File: config.mk
export PLATFORM = sky130hd
export DESIGN_NAME = ffo_scan_seq
export DESIGN_NICKNAME = d
export VERILOG_FILES = /design/src/rtl/ffo_scan_seq.sv
export SDC_FILE = /design/constraint.sdc
export NUM_CORES = 1
export LEC_CHECK = 0
export ABC_AREA = 1
export CORE_ASPECT_RATIO = 1.4
export CORE_MARGIN = 5
export CORE_UTILIZATION = 47
export DETAILED_ROUTE_END_ITERATION = 8
export MAX_ROUTING_LAYER = met4
export PLACE_DENSITY = 0.85
export SYNTH_ARGS = -nofsm -noshare
export SYNTH_HDL_FRONTEND = slang
export SYNTH_SLANG_ARGS = --single-unit
File: constraint.sdc
create_clock -name clock -period 2.5 [get_ports clock]
set_input_delay 0.625 -clock clock [delete_from_list [all_inputs] [get_ports clock]]
set_output_delay 0.625 -clock clock [all_outputs]
set_load 0.05 [all_outputs]
File: src/rtl/ffo_scan_seq.sv
// Sequential find-first-one scanner: walks a captured vector STEP bits per cycle
// in either direction and reports each set bit in turn as a held HIT.
module ffo_scan_seq #(
   parameter int unsigned WIDTH = 32,
   parameter int unsigned STEP  = 1
) (
   input  logic                       clock,
   input  logic                       reset,
   input  logic                       start,
   input  logic                       dir,
   input  logic [WIDTH-1:0]           din,
   input  logic                       next,
   input  logic                       abort,
   output logic                       ready,
   output logic                       valid,
   output logic                       found,
   output logic [$clog2(WIDTH)-1:0]   pos,
   output logic [$clog2(WIDTH+1)-1:0] hit_count
);

   localparam int unsigned PW = $clog2(WIDTH);
   localparam int unsigned CW = $clog2(WIDTH+1);

   typedef enum logic [1:0] {IDLE, SCAN, HIT, DONE} state_t;

   state_t           state;
   logic [WIDTH-1:0] data;
   logic             dir_q;
   logic [PW-1:0]    cursor;

   logic hit_any;
   logic last_win;
   int   hit_l;
   int   hit_p;
   int   lp;
   int   ph;

   // Window search: lowest set logical position in cursor..cursor+STEP-1.
   always_comb begin
      hit_any  = 1'b0;
      hit_l    = int'(cursor);
      hit_p    = 0;
      lp       = 0;
      ph       = 0;
      last_win = (int'(cursor) + int'(STEP)) >= int'(WIDTH);
      for (int i = 0; i < int'(STEP); i++) begin
         lp = int'(cursor) + i;
         if (!hit_any && lp < int'(WIDTH)) begin
            ph = dir_q ? (int'(WIDTH) - 1 - lp) : lp;
            if (data[PW'(ph)]) begin
               hit_any = 1'b1;
               hit_l   = lp;
               hit_p   = ph;
            end
         end
      end
   end

   // Captured operands are reloaded on every accepted start, so they carry no reset.
   always_ff @(posedge clock) begin
      if (state == IDLE && start && !reset) begin
         data  <= din;
         dir_q <= dir;
      end
   end

   always_ff @(posedge clock) begin
      if (reset) begin
         state     <= IDLE;
         cursor    <= '0;
         ready     <= 1'b1;
         valid     <= 1'b0;
         found     <= 1'b0;
         pos       <= '0;
         hit_count <= '0;
      end else begin
         case (state)
            IDLE: begin
               if (start) begin
                  state     <= SCAN;
                  cursor    <= '0;
                  hit_count <= '0;
                  ready     <= 1'b0;
               end
            end
            SCAN: begin
               if (abort) begin
                  state <= IDLE;
                  ready <= 1'b1;
               end else if (hit_any) begin
                  state  <= HIT;
                  cursor <= PW'(hit_l);
                  valid  <= 1'b1;
                  found  <= 1'b1;
                  pos    <= PW'(hit_p);
                  if (hit_count != CW'(WIDTH)) hit_count <= hit_count + CW'(1);
               end else if (last_win) begin
                  state <= DONE;
                  valid <= 1'b1;
               end else begin
                  cursor <= cursor + PW'(STEP);
               end
            end
            HIT: begin
               if (abort) begin
                  state <= IDLE;
                  ready <= 1'b1;
                  valid <= 1'b0;
                  found <= 1'b0;
                  pos   <= '0;
               end else if (next) begin
                  found <= 1'b0;
                  pos   <= '0;
                  if (cursor == PW'(WIDTH - 1)) begin
                     state <= DONE;
                  end else begin
                     state  <= SCAN;
                     cursor <= cursor + PW'(1);
                     valid  <= 1'b0;
                  end
               end
            end
            DONE: begin
               state <= IDLE;
               ready <= 1'b1;
               valid <= 1'b0;
            end
            default: begin
               state <= IDLE;
               ready <= 1'b1;
               valid <= 1'b0;
               found <= 1'b0;
               pos   <= '0;
            end
         endcase
      end
   end

endmodule

---- After elaboration in Yosys (flattened, before gate mapping) ----
Cells that the tools add are included.
word-level totals
  register bits ........................... 54
  output and inout port bits .............. 14
  logic and storage cells ................. 99
  bits of input ports ..................... 38
operators by class
  $add $sub $neg .......................... 4
  eq/ne operators ......................... 19
  mux-type cells .......................... 49
  magnitude comparators ................... 3
  reductions and logical operators ........ 15
operators with widths
  kind                                                 count
  2-to-1 mux 5 bit                                     14
  2-to-1 mux 6 bit                                     4
  inequality test 2 bit (second input constant)        9
  2-to-1 mux 1 bit                                     16
  case mux 5 bit (3 select lines)                      1
  2-to-1 mux 2 bit                                     7
  case mux 6 bit (2 select lines)                      1
  case mux 5 bit (2 select lines)                      1
  AND reduction 5 bit                                  2
  inequality test 3 bit (second input constant)        3
  case mux 2 bit (4 select lines)                      1
  AND reduction 8 bit                                  1
  < comparator 5 x 7 -> 1 bit (second input constant)  1
  adder 5 x 1 -> 6 bit (second input constant)         1
  adder 6 x 1 -> 6 bit (second input constant)         1
  >= comparator 6 bit (second input constant)          1
  < comparator 5 x 6 -> 1 bit (second input constant)  1
  inequality test 6 bit (second input constant)        1
  case mux 1 bit (3 select lines)                      2
  nonzero test 3 bit                                   2
  adder 5 x 1 -> 5 bit (second input constant)         1
  binary-select mux 1 bit (select 5 bit)               1
  equality test 5 bit (second input constant)          1
  subtractor 5 bit (first input constant)              1
  other kinds (13)                                     16

---- Depth between registers and ports, before layout ----
Gate-level depths: netlist of the first run.
  depth after elaboration ................. 10
  mapped depth ............................ 17
  depth with buffers taken out ............ 15

---- Least setup slack after synthesis of the first run ----
No wires, ideal clock.
  path kind ............................... input-to-reg
  from .................................... input reset
  to ...................................... register data[0] (enable)
  cell stages on the path ................. 2
  arrival ................................. 2237 ps
  data required time ...................... 2076 ps
  setup slack ............................. -160 ps
  buffers on the path ..................... 1
  library setup time ...................... 424 ps
  cell sequence ........................... clkbuf_1 -> nor2_1
on the way
  longest elaborated chain between the ends .. 2
ends and longest elaborated chain
  element                 line  text
  start: declaration      8     input logic reset,
  zero test 1 bit         61    if (state == IDLE && start && !reset) begin
  logical AND 1 bit       61
  end signal: assignment  62    data <= din;
  end: declaration        27    logic [WIDTH-1:0] data;
No other way between the ends.
A chain may end at the register's enable or synchronous reset.

---- Worst setup path after layout of the first run ----
  from .................................... register hit_count[0]
  to ...................................... output hit_count[0]
RTL lines
  element                   line  text
  start: declaration        18    output logic [$clog2(WIDTH+1)-1:0] hit_count
  start signal: assignment  96    if (hit_count != CW'(WIDTH)) hit_count <= hit_count + CW'(1);
No word-level cell between the ends.

==> results of run 1 <==
==> how the worst min path moves through the flow <==
stage | depth (start not counted) | end | start | slack (ns)
final | 2 | found | found | 0.47
after global routing | 2 | pos[4] | pos[4] | 0.50
after CTS | 2 | found | found | 0.47
after detailed placement | 2 | found | found | 0.46
after global placement | 2 | found | found | 0.46
after floorplan | 2 | state[1] | state[1] | 0.47
==> logic make-up (layout without fill, tap and decap cells) <==
| logic type | after synthesis | count (layout) |
|---|---|---|
| compound gates | 33 | 33 |
| xor+xnor | 4 | 4 |
| fa+ha+maj | 9 | 9 |
| buf+inv | 66 | 125 |
| flops | 54 | 54 |
| simple gates | 164 | 164 |
==> through the flow <==
step                      worst slack (ns)  hold slack [ns]  cell area [um^2]  power, uW
final                                0.276            0.472              3500       3030
after global routing                 0.137            0.496              3500       3230
after CTS                            0.275            0.472              3500       3050
after detailed placement             0.267            0.459              3420       2590
after global placement               0.319            0.456              3420       2550
after floorplan                      0.380            0.472              2810       2190
==> power by group <==
part / total [uW] / switching (uW) / internal, uW / leakage, uW
registers: 1200 / 117 / 1090 / 0.000478
logic: 1360 / 863 / 495 / 0.000981
clock network: 471 / 272 / 199 / 0.0000385
==> Yosys cell counts (2+ instances only) <==
cell,count
inv_1,55
dfxtp_1,21
nand2_1,61
xnor2_1,3
o21ai_0,9
ha_1,9
edfxtp_1,33
nand4_1,8
a21oi_1,18
clkbuf_1,2
inv_2,3
nand3_1,45
nor3b_1,2
nor3_1,4
nand2_4,5
nor2_1,27
buf_6,3
nand2_2,8
==> metal layers <==
layer,track usage,vias up,routed length [um]
met5,-,-,0
met4,0.0579,0,50
met3,0.0268,4,315
met2,0.316,66,3320
met1,0.182,1065,2370
li1,-,1193,-
==> cell type report <==
cell class	count	area, um^2	share of cell area
flip-flops and latches	54	1410	0.403
well taps	70	87.6	0.0250
repair buffers	57	568	0.162
inverters	60	228	0.0650
clock inverters	1	7.51	0.00214
clock buffers	7	76.3	0.0218
multi-input cells	210	1120	0.321
==> state kept, by name (all words and copies together), names as in the netlist <==
register,count
found,1
pos,5
hit_count,6
dir_q,1
state,2
ready,1
valid,1
data,32
cursor,5
==> results.py, run 1 <==
metrics = {
    "logic_synthesis": {
        "yosys_register_bits": 54,
        "synthSimpleGateAreaFrac": 0.282,
        "ys_async_sr_fraction": 0,
        "synthesis.nets": 377,
        "syn_inst": 330,
        "synth_area_leaders": "edfxtp_1 35%, dfxtp_1 15%, nand2_1 8.2%, nand3_1 8.0%, inv_1 7.4%",
        "synth_mux_area_frac": 0,
        "synth_fa_ha_area_frac": 0.0401,
        "yosysTopAreaCellShare": 0.353,
        "synth_seq_area_share": 0.503,
        "synth_cell_types": 32,
        "synth_top_family_by_area": "simple AND/OR/NAND/NOR gates",
        "synth_warnings": 0,
        "synth-xor-area-share": 0.0125,
        "synth_compound_area_frac": 0.0651,
        "synthFlopType": "edfxtp_1",
        "synth_edf_count": 33,
        "avgSynthCellArea_um2": 8.50,
        "netlist_area_um2": 2810,
        "yosys.area.top_type": "edfxtp_1",
    },
    "sta": {
        "max_freq_mhz": 450,
        "finalHoldViolCount": 0,
        "fin_skew_ns": 0.0138,
        "max_slew_margin": 0.655,
        "min_period_over_period": 0.890,
        "slew_viol_final": 0,
        "min_period_ns": 2.22,
        "setup_violations": 0,
        "tns_ns": 0,
        "worstMarginPinSlew_ns": 0.516,
        "rsz0062_at_grt": "no",
    },
    "floorplan": {
        "fp.dieArea_um2": 7640,
        "start_util": 0.482,
        "coreArea_um2": 5820,
        "ios": 52,
        "die_h_um": 101,
        "fp-row-count": 33,
        "die_w_um": 75.3,
    },
    "route": {
        "drtPass1Iterations": 5,
        "wire_per_inst_um": 13.2,
        "drc": 0,
        "finalWirelength_um": 6060,
        "via_per_inst": 5.07,
        "drt_iter0_drc": 102,
        "vias": 2328,
        "ant_nets": 0,
    },
    "global_routing": {
        "grt-ovfl-total": 0,
        "grt_max_degree": 34,
        "grt_pass1_vias": 2274,
        "antenna_found_initial": 0,
        "grt_usage": 0.172,
        "grt_pass1_wl_um": 9860,
    },
    "clocking": {
        "cts-htree-levels": 2,
        "cts_resized": 0,
        "clk_path_buf_depth": 2,
        "cts_setup_buffers": 0,
        "clock_latency_ns": 0.31,
        "cts_buffers": 5,
        "cts_tree": "done",
        "hold_buffers": 0,
        "cts.sinks": 54,
        "root_buffer": "clkbuf_8",
        "clk_pin_slew_ns": 0.10,
    },
    "run": {
        "cap_violations": 0,
    },
    "cells_and_area": {
        "area_delta_synth_final_pct": 24.8,
        "utilization": 0.602,
        "layout_common_cells": "61 x nand2_1, 55 x inv_1, 51 x clkdlybuf4s50_1",
        "final_common_cell": "nand2_1",
        "fin_nets": 435,
        "final_cells": 459,
        "drive_gt1_frac": 0.0848,
        "num_antenna_cells": 0,
        "fillers": 488,
    },
    "place": {
        "place_hpwl_um": 4640,
        "portBuffers": 51,
        "dp_cells": 451,
        "gp_congestion": 0.890,
    },
    "critical_path": {
        "cp.depth": 1,
        "cp_max_fo": 5,
        "rrSetupSlack_ns": 0.41,
        "cp_slowest_cell": "clkdlybuf4s50_1",
        "critPathBufInv": 1,
        "path_delay_family": "buffers and inverters",
        "reg2reg_to": "hit_count[1]",
        "startpoint_type": "register",
        "reg2reg_depth": 14,
        "worstPathArrival_ns": 1.60,
        "cp-end-kind": "output port",
        "critPathKind": "reg2out",
        "required_ns": 1.88,
        "path_cells": "clkdlybuf4s50_1",
        "cpPeakStageDelay_ns": 0.85,
        "endpoint": "hit_count[0]",
        "r2r_start": "dir_q",
        "crit_path_start": "hit_count[0]",
    },
    "power": {
        "peakVddDrop_mv": 0.528,
        "p_leak_uw": 0.00150,
        "p_per_area_nw_per_um2": 866,
    },
    "min_path": {
        "worst_hold_path_type": "reg2reg",
    },
    "status": {
        "outcome": "complete, no violations",
    },
}
No activity file was read; power rests on OpenSTA's default activity.
==> run 2: changes to the inputs <==
- GPL_TIMING_DRIVEN: default -> 0
==> run 2 against run 1 <==
  * Routed wire length rose by 4.1%
  * Critical path type is now reg2reg
  * Clock power rose by 29%
  * Critical path depth rose by 7
  * Die area did not move
  * Sequential power barely moved
  * Sequential share of layout area fell by 0.30 points
  * Hold slack got worse by 0.0065 ns
  * Setup slack got worse by 0.10 ns
  * Highest routed layer unchanged
  * Register-to-register slack got worse by 0.24 ns
  * Fmax fell by 4.4%
  * Core utilization rose by 0.45 points
  * Global-route usage rose by 0.84 points
==> results.py, run 2 (synthesis gave the netlist of run 1 again) <==
metrics = {
    "status": {
        "outcome": "complete, no violations",
    },
    "cells_and_area": {
        "num_antenna_cells": 0,
        "largest_register_ffs": 32,
        "fillers": 487,
        "final_cells": 459,
        "top_register": "data",
        "final_common_cell": "nand2_1",
        "utilization": 0.606,
        "layout_common_cells": "61 x nand2_1, 55 x inv_1, 51 x clkdlybuf4s50_1",
        "area_delta_synth_final_pct": 25.7,
        "drive_gt1_frac": 0.0848,
        "top_regs": "data (32), hit_count (6)",
        "fin_nets": 435,
    },
    "critical_path": {
        "path_delay_family": "compound AO/OA/AOI/OAI gates",
        "cpPeakStageDelay_ns": 0.70,
        "cp_max_fo": 9,
        "startpoint_type": "register",
        "critPathBufInv": 3,
        "cp_slowest_cell": "a211oi_1",
        "cp-end-kind": "register",
        "path_cells": "inv_1, ha_1, buf_2, clkinv_1, a211oi_1, nand2_2, nand2_1, a21oi_1",
        "critPathKind": "reg2reg",
        "rrSetupSlack_ns": 0.17,
        "required_ns": 2.67,
        "worstPathArrival_ns": 2.49,
    },
    "sta": {
        "max_slew_margin": 0.385,
        "min_period_over_period": 0.931,
        "fin_skew_ns": 0.0133,
        "setup_violations": 0,
        "min_period_ns": 2.33,
        "rsz0062_at_grt": "no",
        "tns_ns": 0,
        "hold_slack_ns": 0.465,
        "slew_viol_final": 0,
        "finalHoldViolCount": 0,
        "worstMarginPinSlew_ns": 0.921,
        "max_freq_mhz": 430,
    },
    "clocking": {
        "clock_latency_ns": 0.31,
        "cts_setup_buffers": 0,
        "root_buffer": "clkbuf_8",
        "clk_pin_slew_ns": 0.10,
        "clk_path_buf_depth": 2,
        "cts-htree-levels": 2,
        "cts_resized": 0,
        "hold_buffers": 0,
        "cts.sinks": 54,
        "cts_buffers": 5,
        "cts_tree": "done",
    },
    "floorplan": {
        "start_util": 0.482,
        "ios": 52,
        "fp.dieArea_um2": 7640,
        "die_h_um": 101,
        "die_w_um": 75.3,
        "fp-row-count": 33,
        "coreArea_um2": 5820,
    },
    "place": {
        "portBuffers": 51,
        "gp_congestion": 0.892,
        "dp_cells": 451,
        "place_hpwl_um": 4730,
    },
    "route": {
        "ant_nets": 0,
        "via_per_inst": 5.23,
        "finalWirelength_um": 6300,
        "wire_per_inst_um": 13.7,
        "vias": 2401,
        "drc": 0,
        "drtPass1Iterations": 6,
        "drt_iter0_drc": 139,
    },
    "global_routing": {
        "grt_usage": 0.181,
        "antenna_found_initial": 0,
        "grt_pass1_vias": 2447,
        "grt_pass1_wl_um": 10500,
        "grt-ovfl-total": 0,
        "grt_max_degree": 34,
    },
    "power": {
        "p_leak_uw": 0.00151,
        "peakVddDrop_mv": 0.522,
        "finalPower_uw": 3180,
        "p_per_area_nw_per_um2": 902,
    },
    "min_path": {
        "worst_hold_path_type": "reg2reg",
    },
    "run": {
        "cap_violations": 0,
    },
}
-- run 2: final timing paths --
kind,startpoint,to,cells past startpoint
setup reg to reg,state[1],pos[3],8
hold reg to reg,found,found,2
setup / recovery,state[1],pos[3],8
hold / removal,found,found,2
-- run 2: area by class of cell --
| class | count | area (um^2) | area share |
|---|---|---|---|
| Buffer | 6 | 46.3 | 0.0131 |
| Clock buffer | 5 | 68.8 | 0.0195 |
| Clock inverter | 3 | 47.5 | 0.0135 |
| Inverter | 60 | 228 | 0.0645 |
| Multi-Input combinational cell | 210 | 1130 | 0.320 |
| Sequential cell | 54 | 1410 | 0.400 |
| Tap cell | 70 | 87.6 | 0.0248 |
| Timing Repair Buffer | 51 | 510 | 0.145 |
-- run 2: tightest hold or removal path: cells and delay by family, from the launching register on --
kind | cells | cell delay, ns
compound gates | 1 | 0.05
flops | 1 | 0.32
simple gates | 1 | 0.06
-- run 2: power breakdown --
group	switching, uW	internal [uW]
logic	888	489
registers	112	1090
clock network	300	306
-- run 2: per-stage QoR --
step,cell area [um^2],worst slack [ns]
2_1_floorplan,2810,0.380
3_3_place_gp,3410,-0.470
3_5_place_dp,3410,-0.0343
4_1_cts,3530,0.201
5_1_grt,3530,0.00892
6_report,3530,0.174
-- run 2: routing by layer --
metal  wire length (um)  vias up  GRT usage
li1                   -     1195          -
met1               2400     1109      0.198
met2               3420       80      0.326
met3                339       17     0.0268
met4                143        0     0.0579
met5                  0        -          -
==> patch (config.mk and constraints of run 1) <==
The parameter `WIDTH` goes from 32 to 128.
--- a/src/rtl/ffo_scan_seq.sv
+++ b/src/rtl/ffo_scan_seq.sv
@@ -1,7 +1,7 @@
 // Sequential find-first-one scanner: walks a captured vector STEP bits per cycle
 // in either direction and reports each set bit in turn as a held HIT.
 module ffo_scan_seq #(
-   parameter int unsigned WIDTH = 32,
+   parameter int unsigned WIDTH = 128,
    parameter int unsigned STEP  = 1
 ) (
    input  logic                       clock,
Interface: changed (resized din, hit_count and pos); port bits go from 52 to 152. The function was not compared with the original's and may differ.
==> patch against run 1 <==
  * The flow now finishes with violations (design-rule violations, negative setup slack)
  * Power rose to 3.6 times the old value
  * Cell area rose to 3.1 times the old value
  * Setup slack worse by 0.43 ns
  * Routed wire length rose to 4.2 times the old value
  * Via count rose to 3.0 times the old value
  * Area after synthesis rose to 2.6 times the old value
  * Sequential cell count up 102
  * Critical path depth up 18
  * Core utilization up 11 points
  * Register-to-register slack worse by 0.56 ns
  * Die area up 140%
  * Global-route usage up 4.3 points
  * First-iteration DRC count rose to 9.2 times the old value
  * Critical path type is now flop to flop
  * Largest cell class unchanged
  * Highest routed layer unchanged
==> patch: results (changes against run 1) <==
- Critical path fanouts, max: 8 (+3)
- Initial antenna violation count: 1 (+1)
- Clock slew at reported path FFs: 0.07 ns (-0.03 ns)
- Failing checks: design-rule violations, negative setup slack
- Final worst slack: -0.150 ns (-0.426 ns)
- Largest net degree at the start of global routing: 48 (+41%)
- Drc violations: 1 (+1)
- Via/cell ratio: 5.74 (+13%)
- Switch Pwr: 4.36 mW (+250%)
- Worst path max stage delay: 0.49 ns (-0.36 ns)
- Fin Setup TNS: -2.05 ns (-2.05 ns)
- Final setup fails: 25 (+25)
- XOR/XNOR Fraction of Synth Area: 1.62% (+0.38 points)
- H-tree Lvls: 4 (+2)
- P_leak: 4.56 nW (+200%)
- Post-synth net total: 935 (+150%)
- Fillers: 961 (+97%)
- Status: finished with violations
- Final Cycle Share: 106% (+17 points)
- Adder-Cell Fraction of Synth Area: 1.35% (-2.7 points)
- Initial DRC count: 942 (+820%)
- First-pass GRT wire length: 29.4 mm (+200%)
- CP max-delay cell: edfxtp_1
- Ratio of cells with drive above 1 in the final layout: 19.9% (+11 points)
- CTS root buf: clkbuf_16
- Unique masters post-synth: 33 (+3.1%)
- Met2 WL post-DR: 12.8 mm (+280%)
- Worst skew pair latency: 0.43 ns (+0.12 ns)
- Biggest registers after layout: data (128), hit_count (8)
- Port-buffer cells: 151 (+200%)
[patch: worst paths after layout]
path,slack [ns],start,to,depth (start not counted)
setup / recovery,-0.15,dir_q$_DFFE_PP_,cursor[3]$_SDFFE_PP0P_,19
hold / removal,0.46,pos[5]$_SDFFE_PP0P_,pos[5]$_SDFFE_PP0P_,2
setup reg to reg,-0.15,dir_q$_DFFE_PP_,cursor[3]$_SDFFE_PP0P_,19
hold reg to reg,0.46,pos[5]$_SDFFE_PP0P_,pos[5]$_SDFFE_PP0P_,2
[patch: repair_timing]
action,CTS,global route
gates cloned,0,20
gates resized for setup,4,134
buffers inserted,0,8
endpoints found under the setup margin,15,25
pin swaps,0,18
[patch: critical path: cells and delay by family (launching register included)]
family	cells	cell delay, ns
and+or+nand+nor	15	1.62
DFF	1	0.49
buffers and inverters	4	0.46
[patch: area by class of cell]
cell class | instances | area [sq um] | area share, %
Sequential cell | 156 | 4420 | 40.2
Multi-Input combinational cell | 463 | 2840 | 25.9
Timing Repair Buffer | 203 | 2300 | 20.9
Inverter | 149 | 577 | 5.25
Clock buffer | 17 | 425 | 3.87
Tap cell | 196 | 245 | 2.23
Clock inverter | 14 | 176 | 1.61
Antenna cell | 1 | 2.50 | 0.0228
[patch: metrics by stage]
| stage | utilization [%] | instances | power, mW | worst slack (ns) |
|---|---|---|---|---|
| CTS | 63.9 | 1170 | 9.23 | 0.0301 |
| detailed placement | 60.0 | 1139 | 6.58 | -0.106 |
| global route | 70.7 | 1199 | 11.3 | -0.470 |
| global placement | 60.0 | 1139 | 6.48 | -0.0310 |
| floorplan | - | 793 | 5.46 | -0.729 |
| finish | 70.7 | 1199 | 10.9 | -0.150 |
[patch: power groups by stage]
stage	combinational [mW]	clock [mW]	sequential [mW]
global placement	3.17	0	3.31
finish	4.97	2.66	3.32
CTS	3.30	2.65	3.27
global route	5.16	2.79	3.34
detailed placement	3.25	0	3.33
floorplan	1.98	0	3.48
[patch: layer usage]
| metal | GRT usage (%) | vias up |
|---|---|---|
| li1 | - | 2972 |
| met1 | 23.2 | 3153 |
| met2 | 38.8 | 584 |
| met3 | 4.11 | 168 |
| met4 | 8.46 | 0 |
| met5 | - | - |
[patch: kinds of logic after synthesis]
kind of cell,Yosys count
xor+xnor,9
flops,156
buf+inv,176
compound gates,35
simple gates,409
fa+ha+maj,8
